<file path="src/rtl/axi_wr_burst_pkg.sv">
// rtl/axi_wr_burst_pkg.sv - shared constants, FSM states and burst helpers for axi_wr_burst
package axi_wr_burst_pkg;

  localparam logic [1:0] AXI_RESP_OKAY = 2'b00;
  localparam int         BEAT_BYTES    = 64;
  // Beat counter width: ceil((2^32 - 1) / 64) = 2^26 needs 27 bits.
  localparam int         BEATS_W       = 27;

  typedef enum logic [2:0] {
    ST_IDLE,
    ST_AW,
    ST_W,
    ST_DRAIN,
    ST_FIN
  } state_t;

  // Number of 64-byte beats needed to carry len bytes (rounded up).
  function automatic logic [BEATS_W-1:0] page_beats(input logic [31:0] len);
    return {1'b0, len[31:6]} + BEATS_W'(|len[5:0]);
  endfunction

  // AXI awlen for the next burst: min(burst_beats, beats_left) - 1.
  function automatic logic [7:0] calc_awlen(input logic [BEATS_W-1:0] beats_left,
                                            input int burst_beats);
    if (beats_left >= BEATS_W'(burst_beats)) return 8'(burst_beats - 1);
    return 8'(beats_left - BEATS_W'(1));
  endfunction

  // Byte strobe for the final beat of a page; tail == 0 means a full beat.
  function automatic logic [63:0] tail_strb(input logic [5:0] tail);
    if (tail == 6'd0) return {64{1'b1}};
    return (64'd1 << tail) - 64'd1;
  endfunction

endpackage

</file>
<file path="src/rtl/axi_skid_buf.sv">
// rtl/axi_skid_buf.sv - two-entry valid/ready register slice with registered s_tready
// Ports:
//   clk, rst_n                      clock, async active-low reset
//   s_tdata/s_tvalid/s_tready       upstream side; s_tready is a flop output
//   m_tdata/m_tvalid/m_tready       downstream side; m_tdata/m_tvalid are flop outputs
module axi_skid_buf #(
  parameter int WIDTH = 577
) (
  input  logic             clk,
  input  logic             rst_n,
  input  logic [WIDTH-1:0] s_tdata,
  input  logic             s_tvalid,
  output logic             s_tready,
  output logic [WIDTH-1:0] m_tdata,
  output logic             m_tvalid,
  input  logic             m_tready
);

  logic [WIDTH-1:0] skid_data;
  logic             skid_valid;
  logic             out_free;
  logic             s_fire;

  // Upstream may push whenever the skid slot is empty; a beat accepted while
  // the output is stalled parks in the skid slot, so ready never needs m_tready.
  assign s_tready = ~skid_valid;
  assign s_fire   = s_tvalid & s_tready;
  assign out_free = ~m_tvalid | m_tready;

  always_ff @(posedge clk or negedge rst_n) begin
    if (!rst_n) begin
      m_tdata    <= '0;
      m_tvalid   <= 1'b0;
      skid_data  <= '0;
      skid_valid <= 1'b0;
    end else if (out_free) begin
      if (skid_valid) begin
        m_tdata    <= skid_data;
        m_tvalid   <= 1'b1;
        skid_valid <= 1'b0;
      end else begin
        m_tvalid <= s_fire;
        if (s_fire) m_tdata <= s_tdata;
      end
    end else if (s_fire) begin
      skid_data  <= s_tdata;
      skid_valid <= 1'b1;
    end
  end

endmodule

</file>
<file path="src/rtl/axi_wr_burst.sv">
// rtl/axi_wr_burst.sv - splits a page beat stream into AXI4 write bursts and tracks responses
// Ports:
//   clk, rst_n                          clock, async active-low reset
//   start, dest_addr, total_len         page request (sampled only in IDLE)
//   in_data/in_valid/in_last/in_ready   512-bit beat stream from the page buffer
//   m_aw*, m_w*, m_b*                   AXI4 write master channels
//   done, err, busy                     page complete pulse, sticky error, not-idle
module axi_wr_burst
  import axi_wr_burst_pkg::*;
#(
  parameter int ADDR_W      = 64,
  parameter int BURST_BEATS = 64,
  parameter int MAX_OUT     = 8
) (
  input  logic              clk,
  input  logic              rst_n,
  input  logic              start,
  input  logic [ADDR_W-1:0] dest_addr,
  input  logic [31:0]       total_len,
  input  logic [511:0]      in_data,
  input  logic              in_valid,
  input  logic              in_last,
  output logic              in_ready,
  output logic [ADDR_W-1:0] m_awaddr,
  output logic [7:0]        m_awlen,
  output logic              m_awvalid,
  input  logic              m_awready,
  output logic [511:0]      m_wdata,
  output logic [63:0]       m_wstrb,
  output logic              m_wlast,
  output logic              m_wvalid,
  input  logic              m_wready,
  input  logic [1:0]        m_bresp,
  input  logic              m_bvalid,
  output logic              m_bready,
  output logic              done,
  output logic              err,
  output logic              busy
);

  localparam int OCW = $clog2(MAX_OUT + 1);
  localparam int SKW = 512 + 64 + 1;

  state_t             state, state_nx;
  logic [BEATS_W-1:0] start_beats;
  logic [BEATS_W-1:0] beats_left;   // page beats not yet handed to the W channel
  logic [BEATS_W-1:0] in_left;      // page beats not yet taken from upstream
  logic [8:0]         beat_cnt;     // W-side beats left in the current burst
  logic [8:0]         in_cnt;       // input-side beats left in the current burst
  logic [5:0]         tail;
  logic [ADDR_W-1:0]  addr;
  logic [OCW-1:0]     out_cnt;
  logic               aw_hs, w_hs, b_count;
  logic               sk_ready, in_fire, calc_last;
  logic [63:0]        in_strb;

  assign start_beats = page_beats(total_len);
  assign aw_hs       = m_awvalid & m_awready;
  assign w_hs        = m_wvalid & m_wready;
  // B beats seen in IDLE are leftovers from an abandoned page: accept and drop.
  assign b_count     = m_bvalid & m_bready & (state != ST_IDLE) & (out_cnt != '0);
  assign busy        = (state != ST_IDLE);

  // wlast and the strobe are decided on the input side because the beat then
  // spends a cycle in the slice; both travel with the data.
  assign in_ready  = sk_ready & (state == ST_W) & (in_cnt != 9'd0);
  assign in_fire   = in_valid & in_ready;
  assign calc_last = (in_cnt == 9'd1);
  assign in_strb   = (in_left == BEATS_W'(1)) ? tail_strb(tail) : {64{1'b1}};

  axi_skid_buf #(.WIDTH(SKW)) u_skid (
    .clk      (clk),
    .rst_n    (rst_n),
    .s_tdata  ({in_data, in_strb, calc_last}),
    .s_tvalid (in_fire),
    .s_tready (sk_ready),
    .m_tdata  ({m_wdata, m_wstrb, m_wlast}),
    .m_tvalid (m_wvalid),
    .m_tready (m_wready)
  );

  always_ff @(posedge clk or negedge rst_n) begin
    if (!rst_n) state <= ST_IDLE;
    else        state <= state_nx;
  end

  always_comb begin
    state_nx = state;
    case (state)
      ST_IDLE:  if (start) state_nx = (start_beats != '0) ? ST_AW : ST_FIN;
      ST_AW:    if (aw_hs) state_nx = ST_W;
      ST_W:     if (w_hs && beat_cnt == 9'd1)
                  state_nx = (beats_left != BEATS_W'(1)) ? ST_AW : ST_DRAIN;
      // Look at the count after this cycle's B so done follows the last B by one edge.
      ST_DRAIN: if (out_cnt == '0 || (out_cnt == OCW'(1) && b_count)) state_nx = ST_FIN;
      ST_FIN:   state_nx = ST_IDLE;
      default:  state_nx = ST_IDLE;
    endcase
  end

  always_ff @(posedge clk or negedge rst_n) begin
    if (!rst_n) begin
      beats_left <= '0;
      in_left    <= '0;
      beat_cnt   <= '0;
      in_cnt     <= '0;
      tail       <= '0;
      addr       <= '0;
      out_cnt    <= '0;
      m_awvalid  <= 1'b0;
      m_awaddr   <= '0;
      m_awlen    <= '0;
      m_bready   <= 1'b0;
      done       <= 1'b0;
      err        <= 1'b0;
    end else begin
      // bready stays low only through reset, then is permanently high.
      m_bready <= 1'b1;
      done     <= (state == ST_FIN);

      if (state == ST_IDLE && start) begin
        beats_left <= start_beats;
        in_left    <= start_beats;
        tail       <= total_len[5:0];
        addr       <= dest_addr;
        out_cnt    <= '0;
        err        <= 1'b0;
      end else begin
        if (b_count && m_bresp != AXI_RESP_OKAY) err <= 1'b1;
        if (in_fire && in_last != calc_last)     err <= 1'b1;
        case ({aw_hs, b_count})
          2'b10:   out_cnt <= out_cnt + OCW'(1);
          2'b01:   out_cnt <= out_cnt - OCW'(1);
          default: out_cnt <= out_cnt;
        endcase
      end

      // awvalid is raised one cycle into AW, and only while a response slot is free;
      // once up it holds until accepted, since out_cnt can only fall meanwhile.
      if (state == ST_AW && !m_awvalid && out_cnt != OCW'(MAX_OUT)) begin
        m_awvalid <= 1'b1;
        m_awaddr  <= addr;
        m_awlen   <= calc_awlen(beats_left, BURST_BEATS);
      end else if (aw_hs) begin
        m_awvalid <= 1'b0;
        addr      <= addr + ADDR_W'({({1'b0, m_awlen} + 9'd1), 6'b0});
        beat_cnt  <= {1'b0, m_awlen} + 9'd1;
        in_cnt    <= {1'b0, m_awlen} + 9'd1;
      end

      if (w_hs) begin
        beat_cnt   <= beat_cnt - 9'd1;
        beats_left <= beats_left - BEATS_W'(1);
      end
      if (in_fire) begin
        in_cnt  <= in_cnt - 9'd1;
        in_left <= in_left - BEATS_W'(1);
      end
    end
  end

endmodule
</file>
<file path="config.mk">
export PLATFORM = sky130hd
export DESIGN_NAME = axi_wr_burst
export DESIGN_NICKNAME = d
export VERILOG_FILES = /design/src/rtl/axi_wr_burst_pkg.sv /design/src/rtl/axi_skid_buf.sv /design/src/rtl/axi_wr_burst.sv
export SDC_FILE = /design/constraint.sdc
export NUM_CORES = 2
export LEC_CHECK = 0
export BUFFER_PORTS_ARGS = -buffer_cell sky130_fd_sc_hd__buf_4
export CAP_MARGIN = 20
export CORE_AREA = 2 2 500 502
export CTS_BUF_LIST = sky130_fd_sc_hd__clkbuf_4 sky130_fd_sc_hd__clkbuf_8
export DETAILED_ROUTE_END_ITERATION = 8
export DIE_AREA = 0 0 502 504
export PLACE_DENSITY = 0.43
export SLEW_MARGIN = 20
export SYNTH_ARGS = -nofsm -noshare
export SYNTH_HDL_FRONTEND = slang
export SYNTH_SLANG_ARGS = --single-unit
</file>
<file path="constraint.sdc">
create_clock -name clk -period 4.05 [get_ports clk]
set_clock_uncertainty 0.05 [all_clocks]
set_input_delay 0.2025 -clock clk [delete_from_list [all_inputs] [get_ports clk]]
set_output_delay 0.2025 -clock clk [all_outputs]
set_load 0.005 [all_outputs]
</file>
# --- Word-level counts from Yosys, hierarchy flattened ---
# Index checks and enable logic that the tools add are counted.
classes:
  n_addsub: 10
  n_mul: 0
  div_mod_pow: 0
  n_lt_le_gt_ge: 1
  eq_ne: 19
  shifts: 1
  n_mux: 37
  n_bitwise: 13
  reduce_logical: 32
ops:
  columns: ["cell", "count"]
  rows:
  - ["577-bit 2-to-1 mux", 2]
  - ["64-bit 2-to-1 mux", 6]
  - ["27-bit 2-to-1 mux", 3]
  - ["64-bit by 15-bit adder with 64-bit output", 1]
  - ["1-bit by 6-bit left shift with 64-bit output, first input constant", 1]
  - ["64-bit by 1-bit subtractor with 64-bit output, second input constant", 1]
  - ["27-bit by 1-bit subtractor with 27-bit output, second input constant", 2]
  - ["9-bit 2-to-1 mux", 4]
  - ["26-bit by 1-bit adder with 27-bit output", 1]
  - ["27-bit by 1-bit equality test with 1-bit output, second input constant", 1]
  - ["27-bit by 7-bit greater-or-equal comparator with 1-bit output, second input constant", 1]
  - ["27-bit by 1-bit != test with 1-bit output, second input constant", 1]
  - ["27-bit nonzero test", 1]
  - ["9-bit by 1-bit equality test with 1-bit output, second input constant", 2]
  - ["9-bit by 1-bit subtractor with 9-bit output, second input constant", 2]
  - ["8-bit 2-to-1 mux", 2]
  - ["2-bit nonzero test", 8]
  - ["3-bit 2-to-1 mux", 5]
  - ["3-bit case mux with 4 select lines", 1]
  - ["1-bit 2-to-1 mux", 11]
  - ["2-bit != test, second input constant", 5]
  - ["8-bit by 1-bit adder with 9-bit output, second input constant", 1]
  - ["1-bit AND", 9]
  - ["3-bit nonzero test", 3]
  - ["27 further kinds", 39]
totals:
  regBits: 1381
  latchBits: 0
  mem_bits_rw: 0
  romBits: 0
  inputBits: 618
  wordCells: 131
  mem_count: 0

# --- Depth between registers and ports, before layout ---
depth:
  ltp_word: 7
  ltp_mapped: 14
  mapped_depth_nobuf: 12

# --- Cells and area by module ---
# Synthesis repeated with hierarchy kept, for this count alone.
unflattened:
  cells_unflattened: 4878
  hier_area_um2: 64252.9
by_module_without_submodules:
  columns: ["module", "n_inst", "cells_per_inst", "area_each_um2"]
  rows:
  - ["axi_skid_buf", 1, 3087, 50024.2]
  - ["axi_wr_burst", 1, 1791, 14228.6]

# --- Worst setup path before layout ---
# OpenSTA, ideal clock, no wires.
synth_timing:
  path_kind: "input -> register"
  startpoint: "input total_len[3]"
  endpoint: "register state[2]"
  t_arrival_ps: 3126
  required_time_ps: 3923
  setup_slack_ps: 796
  stages: 10
  path_buffers: 0
  path_cell_list: "nor4_1 nand2_1 ha_1 ha_1 or4_1 or3_1 or3_2 or3_1 or4_1 a21oi_1"
synth_via:
  elab_chain_cells: 6
synth_rtl:
  columns: ["element", "line", "text"]
  rows:
  - ["from (decl)", "axi_wr_burst.sv:19", "input logic [31:0] total_len,"]
  - ["6-bit OR reduction", "axi_wr_burst_pkg.sv:19", "return {1'b0, len[31:6]} + BEATS_W'(|len[5:0]);"]
  - ["26-bit by 1-bit adder with 27-bit output", "axi_wr_burst_pkg.sv:19", null]
  - ["27-bit nonzero test", "axi_wr_burst.sv:90", "ST_IDLE: if (start) state_nx = (start_beats != '0) ? ST_AW : ST_FIN;"]
  - ["3-bit 2-to-1 mux (2 in series)", "axi_wr_burst.sv:90", null]
  - ["3-bit case mux with 4 select lines", "axi_wr_burst.sv:89", "case (state)"]
  - ["to (signal assigned)", "axi_wr_burst.sv:84", "else state <= state_nx;"]
  - ["to (decl)", "axi_wr_burst.sv:44", "state_t state, state_nx;"]
# Every way passes these cells. The select of a mux whose other input is x is not followed.
# A chain may end at the register's enable or synchronous reset.

# --- Worst setup path in the final report ---
layout_timing:
  startpoint: "input total_len[18]"
  endpoint: "register state[2]"
layout_via:
  elab_chain_cells: 5
layout_rtl:
  columns: ["element", "line"]
  rows:
  - ["26-bit by 1-bit adder with 27-bit output", "axi_wr_burst_pkg.sv:19"]
  - ["27-bit nonzero test", "axi_wr_burst.sv:90"]
  - ["3-bit 2-to-1 mux (2 in series)", "axi_wr_burst.sv:90"]
  - ["3-bit case mux with 4 select lines", "axi_wr_burst.sv:89"]
# Every way passes these cells. The select of a mux whose other input is x is not followed.

==> reports/summary.txt <==
chip width: 502 µm
DP Wirelength: 182000 µm
CTS root buf: clkbuf_8
core area: 0.248 mm²
endpoints failing hold: 0
number of global-route vias before repair: 59000
Filler cells: 25000
Leakage: 44.2 nW
DRC violation count after routing: 0
Post-synth EDFFs: 0
ys flop type: dfrtp_1
Cells after Synth: 6668
first-pass GRT wire length: 391000 µm
Setup TNS: 0 ns
via count: 57900
Initial Utilization: 24.8%
pins over their slew limit: 0
Pre-Repair DR Iteration Count: 6
Crit Path Max Fanout: 6
Total Routing Usage GR: 20.2%
Vias/cell: 4.55
status: complete, no violations
final antenna-violating net count: 0
worst-skew pair later-pin latency: 1.02 ns
startpoint types: input pin
R2R setup slack: 0.59 ns
WL per Instance: 20.6 µm
PD cells: 576 mW/mm²
sequential area share after synthesis: 56.4%
Slew Limit Headroom: 32.5%
minimum clock period after layout: 3.90 ns
total gr overflow: 0
final setup vio count: 0
hold path cells: 4
initial DRC count: 3982
largest cells by area after synthesis: dfrtp_1 (56%), nand2_1 (15%), mux2i_1 (8.6%)
most frequent cell after synthesis: nand2_1
Synth Area per Inst: 9.20 µm²
WP data required: 4.89 ns
DP Worst Slack: 0.302 ns
Least-Margin Pin Slew: 1.00 ns
CP Capture Type: flip-flop
P&R area growth vs syn: 52.4%
share of the synthesized area in the top cell type: 56.4%
Reg-to-Reg Start: m_awlen[1]$_DFFE_PN0P_
Yosys top cell by area: dfrtp_1
CTS H-tree depth: 5
Max-Cap Viols: 0
final core occ: 37.7%
peak supply drop: 402 µV
Die ar.: 0.253 mm²
crit path DAT: 4.74 ns
final layout net count: 9837
worst setup path class: input pin to flip-flop
largest net degree at the start of global routing: 156
HP Class: input pin to flip-flop
Die Span Y: 504 µm
fmax: 256 MHz
Syn Std Cell Area: 0.0613 mm²
Final WS setup: 0.151 ns
final RePlAce weighted congestion: 0.868
unique cell type count in the Yosys netlist: 82
Longest Clk Path Bufs: 4
reg2reg end: addr[53]$_DFF_PN0_
layout cell share with drive strength beyond 1: 20.6%
R2R depth: 13
drt total wl: 263000 µm
Core Rows: 183
Pwr Total: 53.8 mW
RSZ-0062 raised after global routing: no
synth cell count leaders: nand2_1 (2425), dfrtp_1 (1381), o21ai_0 (701), mux2i_1 (528), clkbuf_1 (413)
CTS buffer count: 285
Yosys reg bits: 1381
CTS tree: done
fin crit share: 96.3%
Crit. Startpoint: total_len[18]
Sink Count: 1381
yosys warns: 0
critical path endpoint: state[2]$_DFFE_PN0P_
Post-synth ARST share: 100%
Mapped Nets: 7311
IO Pins: 1274
port bufs: 1273
initial antenna violation count: 61
clock-pin transition on the worst setup and hold timing paths: 0.06 ns
==> stage by stage <==
stage | cell area (µm²) | hold slack [ns] | instances
6_report | 93400 | 0.0925 | 12700
2_1_floorplan | 61300 | -0.143 | 6668
3_5_place_dp | 75100 | 0.237 | 11000
4_1_cts | 93300 | 0.000518 | 12700
5_1_grt | 93400 | 0.0445 | 12700
3_3_place_gp | 75100 | 0.253 | 11000
==> routing by layer <==
metal	wire [µm]	up-vias	share of wire, %	global-route usage, %
li1	-	27400	-	-
met1	112000	28200	43	25.5
met2	121000	1818	46	32.3
met3	20400	431	7.8	6.27
met4	9400	36	3.6	7.39
met5	228	-	0.087	0
==> cell families after synthesis <==
kind of cell / Yosys count / synth area share (%)
and+or+nand+nor: 3041 / 20.0
DFF: 1381 / 56.4
AOI/OAI and AO/OA: 1151 / 10.6
muxes: 533 / 8.71
buffers and inverters: 473 / 2.93
xor gates and xnor gates: 63 / 0.900
adders and majority gates: 25 / 0.522
other: 1 / 0.00612
==> state kept, by name (all words and copies together) (netlist names) <==
| register | flops |
|---|---|
| in_left | 27 |
| m_bready | 1 |
| beat_cnt | 9 |
| u_skid.skid_valid | 1 |
| m_awlen | 8 |
| err | 1 |
| m_awvalid | 1 |
| out_cnt | 4 |
| m_awaddr | 64 |
| state | 3 |
| u_skid.skid_data | 577 |
| tail | 6 |
| done | 1 |
| u_skid.m_tvalid | 1 |
| in_cnt | 9 |
| u_skid.m_tdata | 577 |
| addr | 64 |
| beats_left | 27 |
==> placed cells by master, fill, tap and decap left out, types with 25 or more instances in the layout <==
master,count
nor3_1,85
and3_1,39
o21ai_0,701
nand3_1,78
nor4_1,25
a31oi_1,89
dlygate4sd3_1,1245
clkbuf_8,345
inv_1,39
or3_1,28
clkbuf_4,82
nor2_1,235
mux2i_1,528
buf_4,1386
buf_12,40
xnor2_1,42
dfrtp_1,1380
a211oi_1,29
diode_2,42
nand2_1,2421
o211ai_1,35
a21oi_1,162
==> cell type report <==
cell class	instances	area, µm²	area share (%)
antenna	42	105	0.112
clock buffer	427	5360	5.74
clock inverter	32	353	0.378
inverter	39	146	0.157
multi-input combinational	4814	25000	26.8
sequential	1381	34600	37.0
tap	3330	4170	4.46
timing repair buffer	2673	23700	25.4
==> power breakdown <==
part | switching, mW | internal [mW]
clock network | 6.50 | 8.77
logic | 9.56 | 7.81
registers | 3.14 | 18.0
==> critical path: stages <==
cell	delay [ns]
dlygate4sd3_1	0.54
buf_4	0.14
nand4_2	0.13
dlygate4sd3_1	0.63
nor4_1	0.83
and2_2	0.31
a31oi_1	0.12
or4b_1	0.53
dlygate4sd3_1	0.58
or4_1	0.55
a21oi_1	0.17
==> worst min path at each step <==
stage,start,endpoint,slack [ns]
after floorplan,rst_n,addr[0]$_DFFE_PN0P_,-0.14
final,in_data[474],u_skid.m_tdata[539]$_DFFE_PN0P_,0.09
after detailed placement,rst_n,u_skid.skid_data[432]$_DFFE_PN0P_,0.24
after CTS,in_data[256],u_skid.m_tdata[321]$_DFFE_PN0P_,0.0005
after global placement,rst_n,u_skid.skid_data[55]$_DFFE_PN0P_,0.25
after global routing,in_data[464],u_skid.m_tdata[529]$_DFFE_PN0P_,0.04
==> timing repair <==
action                                   CTS  global route
buffers inserted                           0             0
hold buffers                            1246             0
endpoints found under the setup margin     0             0
resized for setup                          0             0
hold endpoints to repair                2604             0
Power figures use the tool's default switching activity.
